<file path="config.mk">
export PLATFORM = sky130hd
export DESIGN_NAME = wb_regfile_stage
export DESIGN_NICKNAME = d
export VERILOG_FILES = /design/src/rtl/wb_regfile_stage.sv
export SDC_FILE = /design/constraint.sdc
export NUM_CORES = 2
export LEC_CHECK = 0
export CORE_MARGIN = 2
export CORE_UTILIZATION = 55
export CTS_CLUSTER_SIZE = 10
export DETAILED_ROUTE_END_ITERATION = 12
export PLACE_DENSITY_LB_ADDON = 0.15
export SETUP_SLACK_MARGIN = 0.2
export SLEW_MARGIN = 5
export SYNTH_ARGS = -nofsm -noshare
export SYNTH_HDL_FRONTEND = slang
export SYNTH_SLANG_ARGS = --single-unit
</file>
<file path="constraint.sdc">
create_clock -name clk -period 4.8 [get_ports clk]
set_input_delay 1.2 -clock clk [delete_from_list [all_inputs] [get_ports clk]]
set_output_delay 1.2 -clock clk [all_outputs]
set_load 0.1 [all_outputs]
</file>
<file path="src/rtl/wb_regfile_stage.sv">
// wb_regfile_stage: writeback result mux with load extension and a write-through register file
module wb_regfile_stage #(
  parameter int DATA_W  = 32,
  parameter int REG_CNT = 32
) (
  input  logic              clk,
  input  logic              rst_n,
  input  logic              reg_write_w,
  input  logic [1:0]        result_src_w,
  input  logic [2:0]        funct3_w,
  input  logic [DATA_W-1:0] alu_result_w,
  input  logic [DATA_W-1:0] read_data_w,
  input  logic [DATA_W-1:0] pc_plus_4_w,
  input  logic [4:0]        rd_w,
  input  logic [4:0]        rs1_d,
  input  logic [4:0]        rs2_d,
  output logic [DATA_W-1:0] rd1_d,
  output logic [DATA_W-1:0] rd2_d,
  output logic [DATA_W-1:0] result_w
);
  logic [DATA_W-1:0] regs [REG_CNT];
  logic [7:0]        ld_b;
  logic [15:0]       ld_h;
  logic [DATA_W-1:0] ld;
  logic              we;
  // result select with lane pick and sign/zero extension of loads; reset has no effect here
  always_comb begin
    ld_b = read_data_w[{alu_result_w[1:0], 3'b000} +: 8];
    ld_h = read_data_w[{alu_result_w[1], 4'b0000} +: 16];
    ld = funct3_w == 3'b000 ? {{(DATA_W-8){ld_b[7]}}, ld_b} :
         funct3_w == 3'b001 ? {{(DATA_W-16){ld_h[15]}}, ld_h} :
         funct3_w == 3'b100 ? {{(DATA_W-8){1'b0}}, ld_b} :
         funct3_w == 3'b101 ? {{(DATA_W-16){1'b0}}, ld_h} : read_data_w;
    result_w = result_src_w == 2'b00 ? alu_result_w :
               result_src_w == 2'b01 ? ld :
               result_src_w == 2'b10 ? pc_plus_4_w : '0;
  end
  // reads bypass the in-flight write so decode sees it in the same cycle; x0 is hardwired to zero
  always_comb begin
    we = rst_n && reg_write_w && rd_w != 5'd0;
    rd1_d = rs1_d == 5'd0 ? '0 : (we && rs1_d == rd_w) ? result_w : regs[rs1_d];
    rd2_d = rs2_d == 5'd0 ? '0 : (we && rs2_d == rd_w) ? result_w : regs[rs2_d];
  end
  // array clears on reset; otherwise one write per edge, never to x0
  always_ff @(posedge clk) begin
    if (!rst_n)
      for (int i = 0; i < REG_CNT; i++) regs[i] <= '0;
    else if (we)
      regs[rd_w] <= result_w;
  end
endmodule
</file>
Yosys cells after proc, flatten, opt, wreduce, memory -nomap -nowiden
Memory sizes are Yosys's and may differ from the RTL's.
Cells that the tools add are included.
Operators by class
  reductions and logical operators: 10
  shift operators: 2
  multiplexer cells: 18
  eq/ne operators: 7
Operator list (count)
  2-to-1 mux 32 bit: 12
  OR reduction 32 bit: 1
  variable part select 32 x 6 -> 16 bit: 1
  variable part select 32 x 6 -> 8 bit: 1
  equality test 5 bit: 2
  zero test 5 bit: 2
  equality test 3 bit, second input constant: 2
  2-to-1 mux 1 bit: 5
  2-to-1 mux 5 bit: 1
  nonzero test 5 bit: 1
  logical AND 1 bit: 4
  equality test 3 x 1 -> 1 bit, second input constant: 1
  zero test 3 bit: 1
  equality test 2 x 1 -> 1 bit, second input constant: 1
  equality test 2 bit, second input constant: 1
  zero test 2 bit: 1
Word-level totals
  register bits: 0
  memories: 1
  logic and storage cells: 38
  memory bits (writable): 1024
  input bits: 119
Memories
  regs: depth 32, bits a word 32, read ports 2, clocked after Yosys merged registers in 0, wr ports 32, line 21  | logic [DATA_W-1:0] regs [REG_CNT];

Longest topological paths before layout
  depth in word-level cells: 9
  depth in mapped cells: 9

Worst setup path before layout
Ideal clock, no wire load.
  path kind: input-to-output
  start: input alu_result_w[1]
  end: output rd2_d[6]
  cell stages on the path: 7
  required time: 3.600 ns
  arrival: 6.929 ns
  path buffers: 2
  setup slack: -3.329 ns
  cells stage by stage: buf_2 > buf_2 > nor2_1 > a221oi_1 > o22a_1 > nand2_1 > a2111oi_0
On the way
  longest elaborated chain between the ends: 9
  elaborated cells on any way between the ends: 10
RTL lines
  start, declared: line 11  | input logic [DATA_W-1:0] alu_result_w,
  variable part select 32 x 6 -> 16 bit: line 29  | ld_h = read_data_w[{alu_result_w[1], 4'b0000} +: 16];
  2-to-1 mux 32 bit: line 33  | funct3_w == 3'b101 ? {{(DATA_W-16){1'b0}}, ld_h} : read_data_w;
  2-to-1 mux 32 bit: line 32  | funct3_w == 3'b100 ? {{(DATA_W-8){1'b0}}, ld_b} :
  2-to-1 mux 32 bit: line 31  | funct3_w == 3'b001 ? {{(DATA_W-16){ld_h[15]}}, ld_h} :
  2-to-1 mux 32 bit *: line 30  | ld = funct3_w == 3'b000 ? {{(DATA_W-8){ld_b[7]}}, ld_b} :
  2-to-1 mux 32 bit *: line 35  | result_src_w == 2'b01 ? ld :
  2-to-1 mux 32 bit *: line 34  | result_w = result_src_w == 2'b00 ? alu_result_w :
  2-to-1 mux 32 bit * (2 in series): line 42  | rd2_d = rs2_d == 5'd0 ? '0 : (we && rs2_d == rd_w) ? result_w : regs[rs2_d];
  end, declared: line 18  | output logic [DATA_W-1:0] rd2_d,
Every way passes the cells marked *; elsewhere a longest branch is shown, timed or not.

Final worst setup path
  start: input rs1_d[1]
  end: output rd1_d[21]
On the way
  longest elaborated chain between the ends: 4
  elaborated cells on any way between the ends: 6
RTL lines
  start, declared: line 15  | input logic [4:0] rs1_d,
  branches (longest 3 deep; another with memory (32 x 32 bit))
  2-to-1 mux 32 bit *: line 41  | rd1_d = rs1_d == 5'd0 ? '0 : (we && rs1_d == rd_w) ? result_w : regs[rs1_d];
  end, declared: line 17  | output logic [DATA_W-1:0] rd1_d,
Mark *: on every way between the ends.

==> metrics.cfg <==
[cts]
cts_tree=yes
clock_path_buffers=3
clock_tree.root_cell=clkbuf_16
path_clk_slew_ps=60
cts-buffers-inserted=115
ctsHoldBuffers=0
cts-htree-levels=3
clkSinkCount=1024

[sta]
holdWs_ps=1460
slew_headroom=0.395
fin_crit_ps=4670
drv_slew=0
timing.setup.tns_ps=0
worst_slew_pin_slew_ps=904
rsz0062_at_grt=true
period_share=0.973
hold_viol_final=0
fmax_mhz=214
setup_viol=0

[global_routing]
antenna_found_initial=6
grt_max_degree=34
grt_usage=0.405
grt_overflow=0
grt_pass1_wl_mm=287
grt_pass1_vias=39700

[route]
wl_per_cell_um=36.1
wl_mm=206
vias=40700
drt_pass1_iterations=8
ant_nets=0
via_per_inst=7.16
drc=0
first_iter_violations=7144

[finish]
largest_register_ffs=1024
drive_gt1_frac=0.325
regArea_mm2=0.0307
final_core_util=0.679
nNetsFinal=4489
nFillCells=6679
top_register=regs
syn2layout_area_growth_pct=22.9
multiInputGateArea_mm2=0.0226
reg_top3=regs (1024)

[synthesis]
synthArstFlopShare=0
synth_top_cells_by_count=nor2_1 (1062), edfxtp_1 (1024), mux4_2 (470)
synth.most_common_cell=nor2_1
ys.flop_type=edfxtp_1
synth.area.top_cells=edfxtp_1 (57%), mux4_2 (20%), nor2_1 (7.4%)
syn_area_mm2=0.0541
ys_seq_area_frac=0.568
yosys_warnings=0
synth_cells=3953
synth_edf_count=1024
synth_top_cell_by_area=edfxtp_1
synth_cell_type_count=64
yosys.area.top_type_share=0.568
syn_area_per_cell_um2=13.7
ys_ff_latch=1024

[setup_path]
critPathMaxFanout=29
endpoint_kind=output port
startpoint_type=primary input
cp_cell_sequence=buf_8 > buf_12 > mux4_2 > mux2i_1 > o22ai_1 > buf_4 > nor3_1 > a211oi_2 > buf_12
crit_cells=9
cp.required_ps=3600
crit_buf_inv=4
slowest_delay_ps=420
crit_top_cell=buf_12
crit_family=buffers and inverters
critPathLaunch=rs1_d[1]
worstPathArrival_ps=3470
crit_slowest_cell=mux2i_1
critical_path_class=primary input to output port
endpoint=rd1_d[21]

[floorplanning]
start_util=0.553
floorplan.rows=115
die_w_um=318
fp.dieArea_mm2=0.101
core_area_mm2=0.0980
num_io_pins=215
die_y_um=318

[power_and_ir_drop]
powerDensity_mw_per_mm2=352
vdd_drop_max_v=0.000282
power.leakage_nw=23.5

[placement]
gp_congestion=0.967
io_buffers=214
dp_hpwl_mm=132

[min_path]
hold_class=primary input to flop

[job]
cap_viol_max_count=0

[run_status]
status=finished clean

[cells by family after synthesis]
| family | count (synthesis) | synth area share |
|---|---|---|
| flip-flops | 1024 | 0.568 |
| buffers and inverters | 484 | 0.0443 |
| multiplexers | 629 | 0.225 |
| XOR/XNOR | 10 | 0.00162 |
| other | 1 | 0.0000693 |
| AND/OR/NAND/NOR | 1374 | 0.103 |
| AO/OA/AOI/OAI | 431 | 0.0580 |
[through the flow]
step	cells	worst slack [ps]	area, um^2	power, W
finish	5688	132	66500	0.0234
global route	5684	149	66500	0.0239
CTS	5682	163	66300	0.0233
detailed placement	5526	-155	62700	0.0156
global placement	5526	-151	62700	0.0156
floorplan	3984	-162	55100	0.0136
[placed cells by master (no fill, tap or decap), drive strengths merged, types with 6 or more instances in the layout]
cell,instances
a211o,18
a211oi,87
a21o,21
a21oi,58
a22o,13
a22oi,33
buf,590
clkbuf,135
clkdlybuf4s50,92
clkinv,10
conb,32
dlygate4sd2,15
edfxtp,1024
inv,51
mux2,16
mux2i,143
mux4,470
nand2,130
nand2b,13
nand3,10
nor2,1062
nor2b,52
nor3,57
nor3b,7
nor4,21
o21ai,22
o221ai,26
o22ai,95
o32ai,37
or2,6
xor2,7
[timing repair]
action	in CTS	in global routing
hold endpoints to repair	0	0
gates resized for setup	80	46
setup buffers	9	1
pin swaps	15	7
endpoints found under the setup margin	91	55
cloned	3	1
[tightest hold or removal path, stage by stage]
cell,delay [ps]
buf_2,150
buf_4,310
nand2_2,300
[where the power goes]
| group | switching (W) | internal, W |
|---|---|---|
| Combinational | 0.00303 | 0.00205 |
| Clock | 0.00339 | 0.00439 |
| Sequential | 0.000250 | 0.0103 |
[area by class of cell]
| cell class | instances | share of cell area |
|---|---|---|
| flip-flops and latches | 1024 | 0.462 |
| multi-input cells | 2476 | 0.340 |
| repair buffers | 703 | 0.124 |
| clock buffers | 132 | 0.0452 |
| well taps | 1287 | 0.0242 |
| inverters | 50 | 0.00282 |
| clock inverters | 12 | 0.00179 |
| diodes | 4 | 0.000150 |
[how the worst min path moves through the flow]
stage | startpoint | endpoint | slack (ps) | cells after the start
floorplan | alu_result_w[15] | regs[5][15]$_SDFFCE_PN0P_ | 1550 | 2
detailed placement | rst_n | regs[29][13]$_SDFFCE_PN0P_ | 2120 | 3
global placement | rst_n | regs[29][14]$_SDFFCE_PN0P_ | 2120 | 3
CTS | rst_n | regs[29][12]$_SDFFCE_PN0P_ | 1400 | 3
global route | rst_n | regs[29][12]$_SDFFCE_PN0P_ | 1440 | 3
finish | rst_n | regs[29][12]$_SDFFCE_PN0P_ | 1460 | 3
[metal layers]
metal  wire [um]  share of wire  global-route usage  vias up
li1            -              -                   -    15900
met2       90000           0.44               0.595     3841
met4       13000          0.063               0.208        8
met5          56        0.00027                   0        -
met3       34100           0.17               0.151      742
met1       68300           0.33               0.532    20200
No activity file was read; power rests on OpenSTA's default activity.
